===== src/rtl/clock_pkg.sv =====
// Shared types and constants for the digital clock datapath.
// Holds the alarm state enum, time field widths and tone timing defaults.
package clock_pkg;

   typedef enum logic [1:0] {
      ST_IDLE,
      ST_RINGING,
      ST_SNOOZE,
      ST_DONE
   } alarm_state_t;

   localparam int HOUR_W = 5;
   localparam int MIN_W  = 6;
   localparam int CLK_HZ = 100000000;

   // 440 Hz tone: half period in clk cycles
   localparam int TONE_HALF_DEF = CLK_HZ / 880;
   // 0.5 s beep on / off phase
   localparam int BEEP_HALF_DEF = CLK_HZ / 2;

endpackage


===== src/rtl/alarm_sequencer_tone_gen.sv =====
// tone_gen: square-wave tone gated by a slower beep on/off envelope.
// Ports: clk, reset (sync, high), enable (count), restart (both phases
// back to 1, counters 0), gated (tone & beep_on).
module tone_gen
   import clock_pkg::*;
#(
   parameter int TONE_HALF = TONE_HALF_DEF,
   parameter int BEEP_HALF = BEEP_HALF_DEF
) (
   input  logic clk,
   input  logic reset,
   input  logic enable,
   input  logic restart,
   output logic gated
);

   localparam int TW = $clog2(TONE_HALF + 1);
   localparam int BW = $clog2(BEEP_HALF + 1);
   localparam logic [TW-1:0] T_LAST = TW'(TONE_HALF - 1);
   localparam logic [BW-1:0] B_LAST = BW'(BEEP_HALF - 1);

   logic [TW-1:0] r_tone_cnt;
   logic [BW-1:0] r_beep_cnt;
   logic          r_tone;
   logic          r_beep_on;

   always_ff @(posedge clk) begin
      if (reset) begin
         r_tone_cnt <= '0;
         r_beep_cnt <= '0;
         r_tone     <= 1'b0;
         r_beep_on  <= 1'b0;
      end else if (restart) begin
         r_tone_cnt <= '0;
         r_beep_cnt <= '0;
         r_tone     <= 1'b1;
         r_beep_on  <= 1'b1;
      end else if (enable) begin
         if (r_tone_cnt == T_LAST) begin
            r_tone_cnt <= '0;
            r_tone     <= ~r_tone;
         end else begin
            r_tone_cnt <= r_tone_cnt + TW'(1);
         end
         if (r_beep_cnt == B_LAST) begin
            r_beep_cnt <= '0;
            r_beep_on  <= ~r_beep_on;
         end else begin
            r_beep_cnt <= r_beep_cnt + BW'(1);
         end
      end
   end

   assign gated = r_tone & r_beep_on;

endmodule


===== src/rtl/alarm_sequencer.sv =====
// alarm_sequencer: detects the alarm time, runs ring/snooze/timeout and
// drives the speaker. Inputs: clk, reset, tick_1hz, time, alarm time,
// enable/edit levels, snooze/stop buttons. Outputs: speaker, ringing,
// snoozed, snooze_cnt.
module alarm_sequencer
   import clock_pkg::*;
#(
   parameter int TONE_HALF      = TONE_HALF_DEF,
   parameter int BEEP_HALF      = BEEP_HALF_DEF,
   parameter int SNOOZE_S       = 540,
   parameter int RING_TIMEOUT_S = 60,
   parameter int MAX_SNOOZE     = 3
) (
   input  logic              clk,
   input  logic              reset,
   input  logic              tick_1hz,
   input  logic [HOUR_W-1:0] hours,
   input  logic [MIN_W-1:0]  minutes,
   input  logic [HOUR_W-1:0] alarm_hours,
   input  logic [MIN_W-1:0]  alarm_minutes,
   input  logic              alarm_enable,
   input  logic              edit_active,
   input  logic              snooze_btn,
   input  logic              stop_btn,
   output logic              speaker,
   output logic              ringing,
   output logic              snoozed,
   output logic [1:0]        snooze_cnt
);

   localparam int RT_W = $clog2(RING_TIMEOUT_S + 1);
   localparam int ST_W = $clog2(SNOOZE_S + 1);
   localparam logic [RT_W-1:0] RT_MAX  = RT_W'(RING_TIMEOUT_S);
   localparam logic [RT_W-1:0] RT_LAST = RT_W'(RING_TIMEOUT_S - 1);
   localparam logic [ST_W-1:0] ST_LOAD = ST_W'(SNOOZE_S);
   localparam logic [1:0]      MAX_CNT = 2'(MAX_SNOOZE);

   alarm_state_t    r_state, w_next;
   logic            w_match, w_trig, r_match_q;
   logic            r_snz_q, r_stop_q, r_snz_edge, r_stop_edge;
   logic [RT_W-1:0] r_ring_tmr;
   logic [ST_W-1:0] r_snz_tmr;
   logic [1:0]      r_snz_cnt;
   logic            r_speaker;
   logic            w_enter, w_take, w_cnt_clr;
   logic            w_ring, w_gated;

   assign w_match = alarm_enable & ~edit_active
                  & (hours == alarm_hours)
                  & (minutes == alarm_minutes);
   assign w_trig  = w_match & ~r_match_q;
   assign w_ring  = (r_state == ST_RINGING);

   always_ff @(posedge clk) begin
      if (reset) r_state <= ST_IDLE;
      else       r_state <= w_next;
   end

   always_comb begin
      w_next    = r_state;
      w_enter   = 1'b0;
      w_take    = 1'b0;
      w_cnt_clr = 1'b0;
      if (!alarm_enable) begin
         w_next    = ST_IDLE;
         w_cnt_clr = 1'b1;
      end else begin
         unique case (r_state)
            ST_IDLE: begin
               if (w_trig) begin
                  w_next    = ST_RINGING;
                  w_enter   = 1'b1;
                  w_cnt_clr = 1'b1;
               end
            end
            ST_RINGING: begin
               // stop beats snooze; a refused snooze falls to the timer
               if (r_stop_edge) begin
                  w_next = ST_DONE;
               end else if (r_snz_edge && r_snz_cnt < MAX_CNT) begin
                  w_next = ST_SNOOZE;
                  w_take = 1'b1;
               end else if (tick_1hz && r_ring_tmr == RT_LAST) begin
                  w_next = ST_DONE;
               end
            end
            ST_SNOOZE: begin
               if (r_stop_edge) begin
                  w_next = ST_DONE;
               end else if (tick_1hz && r_snz_tmr <= ST_W'(1)) begin
                  w_next  = ST_RINGING;
                  w_enter = 1'b1;
               end
            end
            ST_DONE: begin
               if (!w_match) w_next = ST_IDLE;
            end
            default: w_next = ST_IDLE;
         endcase
      end
   end

   always_ff @(posedge clk) begin
      if (reset) begin
         r_match_q   <= 1'b0;
         r_snz_q     <= 1'b0;
         r_stop_q    <= 1'b0;
         r_snz_edge  <= 1'b0;
         r_stop_edge <= 1'b0;
         r_ring_tmr  <= '0;
         r_snz_tmr   <= '0;
         r_snz_cnt   <= '0;
         r_speaker   <= 1'b0;
      end else begin
         r_match_q   <= w_match;
         r_snz_q     <= snooze_btn;
         r_stop_q    <= stop_btn;
         r_snz_edge  <= snooze_btn & ~r_snz_q;
         r_stop_edge <= stop_btn & ~r_stop_q;
         if (w_enter)
            r_ring_tmr <= '0;
         else if (w_ring && tick_1hz && r_ring_tmr != RT_MAX)
            r_ring_tmr <= r_ring_tmr + RT_W'(1);
         if (w_take)
            r_snz_tmr <= ST_LOAD;
         else if (r_state == ST_SNOOZE && tick_1hz && r_snz_tmr != '0)
            r_snz_tmr <= r_snz_tmr - ST_W'(1);
         if (w_cnt_clr)   r_snz_cnt <= '0;
         else if (w_take) r_snz_cnt <= r_snz_cnt + 2'd1;
         r_speaker <= w_ring & w_gated;
      end
   end

   tone_gen #(
      .TONE_HALF (TONE_HALF),
      .BEEP_HALF (BEEP_HALF)
   ) u_tone (
      .clk     (clk),
      .reset   (reset),
      .enable  (w_ring),
      .restart (w_enter),
      .gated   (w_gated)
   );

   assign speaker    = r_speaker;
   assign ringing    = w_ring;
   assign snoozed    = (r_state == ST_SNOOZE);
   assign snooze_cnt = r_snz_cnt;

endmodule


===== config.mk =====
export PLATFORM = sky130hd
export DESIGN_NAME = alarm_sequencer
export DESIGN_NICKNAME = d
export VERILOG_FILES = /design/src/rtl/clock_pkg.sv /design/src/rtl/alarm_sequencer_tone_gen.sv /design/src/rtl/alarm_sequencer.sv
export SDC_FILE = /design/constraint.sdc
export NUM_CORES = 1
export LEC_CHECK = 0
export CAP_MARGIN = 5
export CORE_ASPECT_RATIO = 0.8
export CORE_MARGIN = 4
export CORE_UTILIZATION = 51
export DETAILED_ROUTE_END_ITERATION = 7
export PLACE_DENSITY = 0.81
export SLEW_MARGIN = 0
export SYNTH_ARGS = -nofsm -noshare
export SYNTH_HDL_FRONTEND = slang
export SYNTH_SLANG_ARGS = --single-unit

===== constraint.sdc =====
create_clock -name clk -period 4.4 [get_ports clk]
set_input_delay 0.88 -clock clk [delete_from_list [all_inputs] [get_ports clk]]
set_output_delay 0.88 -clock clk [all_outputs]
set_load 0.03 [all_outputs]

## Word level (Yosys, flattened, before mapping)

Cells that the tools add are included.
W data, S select, Z words.

| word-level totals | value |
|---|---|
| register bits | 71 |
| input port bits | 29 |

| operators by class | value |
|---|---|
| $add $sub $neg | 5 |
| magnitude comparators | 2 |
| equality and inequality tests | 13 |
| multiplexer cells | 29 |
| bitwise gates (word level) | 15 |
| reduce and logical (&&, ||, !) cells | 20 |

Operators with widths:

| kind | count |
|---|---|
| $add A26 B1 Y26 const B | 1 |
| $eq A26 B26 Y1 const B | 1 |
| $mux W26 | 1 |
| $mux W10 | 2 |
| $add A17 B1 Y17 const B | 1 |
| $eq A17 B17 Y1 const B | 1 |
| $mux W17 | 1 |
| $mux W1 | 16 |
| $mux W2 | 7 |
| $le A10 B1 Y1 const B | 1 |
| $reduce_bool A10 Y1 | 1 |
| $sub A10 B1 Y10 const B | 1 |
| $and A1 B1 Y1 | 8 |
| $pmux W2 S4 | 1 |
| $reduce_bool A2 Y1 | 4 |
| $reduce_or A2 Y1 | 4 |
| $logic_and A1 B1 Y1 | 7 |
| $not A1 Y1 | 7 |
| $add A6 B1 Y6 const B | 1 |
| $eq A6 B6 Y1 | 1 |
| $eq A6 B6 Y1 const B | 1 |
| $ne A6 B6 Y1 const B | 1 |
| $eq A5 B5 Y1 | 1 |
| $eq A2 B2 Y1 const B | 2 |
| 10 further kinds | 12 |

## Depth between registers and ports, before layout

| logic depth | value |
|---|---|
| depth in word-level cells | 10 |
| depth in mapped cells | 8 |
| mapped depth without buffers | 7 |

## Cells and area by module

Synthesis repeated with hierarchy kept, for this count alone.

| second synthesis, totals | value |
|---|---|
| cell total of the unflattened synthesis | 408 |
| area total of the unflattened synthesis | 3585.9 um^2 |

Modules (own cells, without submodules):

| module | times used | cells each | area each (um^2) | seq. area each (um^2) |
|---|---|---|---|---|
| tone_gen | 1 | 252 | 2183.3 | 900.9 |
| alarm_sequencer | 1 | 156 | 1402.6 | 520.5 |

## Worst setup path before layout

Ideal clock, no wire load.

| path | value |
|---|---|
| path type | input to register |
| from | in alarm_minutes[5] |
| to | reg u_tone.r_beep_cnt[14] |
| data arrival time | 2184 ps |
| required time | 4283 ps |
| setup slack | 2099 ps |
| stages | 7 |
| path through | xnor2_1 > nand4_1 > or4_1 > clkbuf_1 > nand3_2 > buf_2 > nor2_1 |

| between the ends | value |
|---|---|
| word-level cells in the longest chain between the ends | 7 |

RTL lines:

| element | RTL line | text |
|---|---|---|
| start: declaration | alarm_sequencer.sv:20 | `input logic [MIN_W-1:0] alarm_minutes,` |
| $eq A6 B6 Y1 | alarm_sequencer.sv:50 | `& (minutes == alarm_minutes);` |
| $and A1 B1 Y1 | alarm_sequencer.sv:50 |  |
| $and A1 B1 Y1 | alarm_sequencer.sv:51 | `assign w_trig = w_match & ~r_match_q;` |
| $mux W1 | alarm_sequencer.sv:70 | `if (w_trig) begin` |
| $pmux W1 S2 | alarm_sequencer.sv:68 | `unique case (r_state)` |
| $mux W1 | alarm_sequencer.sv:64 | `if (!alarm_enable) begin` |
| $reduce_or A2 Y1 (no line) | - |  |
| end signal: assignment | alarm_sequencer_tone_gen.sv:49 | `r_beep_cnt <= r_beep_cnt + BW'(1);` |
| end: declaration | alarm_sequencer_tone_gen.sv:23 | `logic [BW-1:0] r_beep_cnt;` |

Every way passes these cells.
A chain may end at the register's enable or synchronous reset.

## Final worst setup path

| path | value |
|---|---|
| from | reg r_state[0] |
| to | out ringing |

| between the ends | value |
|---|---|
| word-level cells in the longest chain between the ends | 1 |

RTL lines:

| element | RTL line | text |
|---|---|---|
| start: declaration | alarm_sequencer.sv:38 | `alarm_state_t r_state, w_next;` |
| start signal: assignment | alarm_sequencer.sv:56 | `else r_state <= w_next;` |
| $eq A2 B1 Y1 | alarm_sequencer.sv:52 | `assign w_ring = (r_state == ST_RINGING);` |
| end: declaration | alarm_sequencer.sv:26 | `output logic ringing,` |

Every way passes these cells.

==> reports/metrics.cfg <==
[placement]
dp_slack_ns = 1.163
dp_hpwl_mm = 5.519
place_area_um2 = 3860
gp_congestion = 0.8418
port_buffers = 33
dp_cells = 513

[floorplanning]
die_w_um = 100.4
io_pins = 34
die_y_um = 81.88
num_rows = 26
die_area_um2 = 8217
core_um2 = 6506
initial_utilization_pct = 53.48

[synth]
synthCells = 409
ys.flop_type = dfxtp_1
ys_ff_latch = 71
syn_area_um2 = 3480
synth_compound_area_share_pct = 5.681
yosysTopAreaCellShare_pct = 40.85
syn_avg_cell_area_um2 = 8.508
synthTopCellsByArea = dfxtp_1 41%, xor2_1 8.3%, nor2_1 7.3%, xnor2_1 7.3%, nand4_1 3.8%
synthMuxAreaShare_pct = 0.6113
async_flop_share_pct = 0
synth_edf_count = 0
syn_nets = 445
ys_seq_area_share_pct = 40.85
synth_top_area_cell = dfxtp_1
synth-xor-area-share_pct = 15.61
synth_fa_ha_area_share_pct = 2.517
synth_cell_types = 47
yosysWarnings = 0
yosys.area_share.simple_pct = 32.29
synth_top_family_by_area = simple AND/OR/NAND/NOR gates

[critical_path]
cp_num_buf_inv = 2
worstPathCellList = nand2b_1 -> inv_1 -> clkdlybuf4s50_1
criticalPathCategory = reg -> out
cp.arrival_ns = 2.52
cpLargestDelayFamily = buffers and inverters
path_max_fanout = 15
critPathSlowestCell = clkdlybuf4s50_1
critPathMaxStageDelay_ns = 0.76
worst_setup_path_end_kind = primary output
start_kind = register
crit_required_ns = 3.52

[detailed_routing]
vias = 2909
wl_mm = 7.432
postRouteAntennaNets = 0
routed_via_density = 5.499
routedWlPerCell_um = 14.05
dr.pass1.iters = 4
drtIter0Drc = 168
drc = 0

[power]
seqPwrFrac_pct = 47.7
clkPwrFrac_pct = 48.1
max-vdd-ir-drop_mv = 0.2316
power-per-cell-area_nw_per_um2 = 329.8
power.leakage_uw = 0.001442
p_sw_uw = 271.7
swShare_pct = 20.02
pwr-share-comb_pct = 4.2
power_report.internal_total_uw = 1085

[sta]
fin_crit_sh_pct = 77.31
fin_crit_ns = 3.402
hold_viol = 0
relSlewSlack_pct = 32.01
fin_tns_setup_ns = 0
fmax_mhz = 294.0
finalSetupViolations = 0
finalMaxSlewViolations = 0
clock_skew_ns = 0.009259
setup_ws_ns = 0.9983
rsz0062_at_grt = false
tightest_slew_ns = 1.011

[layout]
fin_util_pct = 63.25
drive_gt1_share_pct = 5.618
n_antenna_cell = 0
nets = 476
design_area_um2 = 4115
instances_no_fill = 529
synthToLayoutAreaGrowth_pct = 18.27

[global_route]
antenna_found_initial = 0
overflow = 0
grt_pass1_vias = 2853
grt_max_degree = 22
gr-usage-all-layers_pct = 19.39
grt_pass1_wl_mm = 12.65

[cts]
cts_sinks = 71
clockBufferDepth = 2
clk_pin_slew_ns = 0.08
cts_setup_buffers = 0
numCtsBuffers = 9
htreeDepth = 3
ctsRootBufferMaster = clkbuf_8
cts_tree = built
clock_latency_ns = 0.35
hold_buffers = 0
post_cts_resized = 0

[run]
cap_violations = 0

[status]
outcome = completed

[worst_hold_path]
hp-class = reg -> reg

==> routing by layer <==
layer  global-route usage [%]  vias up  wire [um]
li1                         -     1481          -
met1                    24.26     1352       3562
met2                    31.15       69       3329
met3                    6.452        7        444
met4                    7.402        0         95
met5                        0        -          0
==> placed cells by master, fill, tap and decap left out, types with 2 or more instances in the layout <==
master	instances
or2_2	3
and2_1	3
nor3_1	10
nand4b_1	5
and4_1	3
and3_1	7
or4_1	2
nor2b_1	8
nand3b_1	3
ha_1	7
a31oi_1	2
bufinv_16	3
o21ai_0	8
inv_1	8
nand3_1	23
nor4b_1	3
nand2_1	31
or3_1	4
nor3b_1	4
xnor2_1	29
nand2b_1	4
nand4_1	21
clkbuf_8	11
nor4_1	4
a21oi_1	13
dfxtp_1	71
clkdlybuf4s50_1	33
nor2_1	68
xor2_1	33
==> final cells by class <==
class                           count  area [um^2]
Tap cell                           84        105.1
Multi-Input combinational cell    317         1973
Fill cell                         568         2391
Inverter                            8        30.03
Clock buffer                       11        151.4
Sequential cell                    71         1421
Clock inverter                      5        103.9
Timing Repair Buffer               33        330.3
==> path summary, 6_finish.rpt <==
check          startpoint                    to  slack (ns)  depth (start not counted)
max            r_state[0]               ringing         1.0                          3
min               r_snz_q            r_snz_edge        0.39                          1
max reg2reg  r_snz_tmr[0]  u_tone.r_tone_cnt[9]        2.00                          7
min reg2reg       r_snz_q            r_snz_edge        0.39                          1
==> registers in the layout, indices dropped and copies added, names as in the netlist <==
register	count
snooze_cnt	2
r_snz_edge	1
r_match_q	1
r_ring_tmr	6
u_tone.r_tone	1
r_state	2
speaker	1
r_stop_q	1
u_tone.r_beep_on	1
r_snz_q	1
u_tone.r_tone_cnt	17
r_stop_edge	1
r_snz_tmr	10
u_tone.r_beep_cnt	26
==> synthesized netlist by cell type (2+ instances only) <==
master     n
dfxtp_1   71
nor2_1    68
xor2_1    33
nand2_1   31
xnor2_1   29
nand3_1   23
nand4_1   21
a21oi_1   13
nor3_1    10
clkbuf_1   8
inv_1      8
nor2b_1    8
o21ai_0    8
and3_1     7
ha_1       7
buf_2      5
nand4b_1   5
nand2b_1   4
nor3b_1    4
nor4_1     4
or3_1      4
and2_1     3
and4_1     3
nand3b_1   3
nor4b_1    3
or2_2      3
a31oi_1    2
or4_1      2
==> power groups by stage <==
stage          clock network (uW)  logic, uW  registers, uW
4_1_cts                       664       58.0            647
2_1_floorplan                   0       25.5            661
5_1_grt                       692       62.6            647
3_5_place_dp                    0       57.8            662
6_report                      653       57.3            647
3_3_place_gp                    0       56.1            662
==> worst reg2reg max path, cell delays in order (launching register included) <==
cell	delay, ns
dfxtp_1	0.37
inv_1	0.08
ha_1	0.26
o21ai_0	0.34
nor3b_1	0.13
a31oi_1	0.31
nand2_1	0.50
nor3b_1	0.32
==> cell families after synthesis <==
kind of cell / count (synthesis)
DFF: 71
xor gates and xnor gates: 62
adders and majority gates: 7
muxes: 2
and+or+nand+nor: 214
buffers and inverters: 21
AOI/OAI and AO/OA: 32
==> stage by stage <==
step	hold slack, ns	power [uW]
floorplan	0.3674	686.8
global placement	0.3724	717.9
detailed placement	0.3831	719.9
CTS	0.3942	1369
global route	0.4029	1402
finish	0.3903	1357
Power figures use the tool's default switching activity.
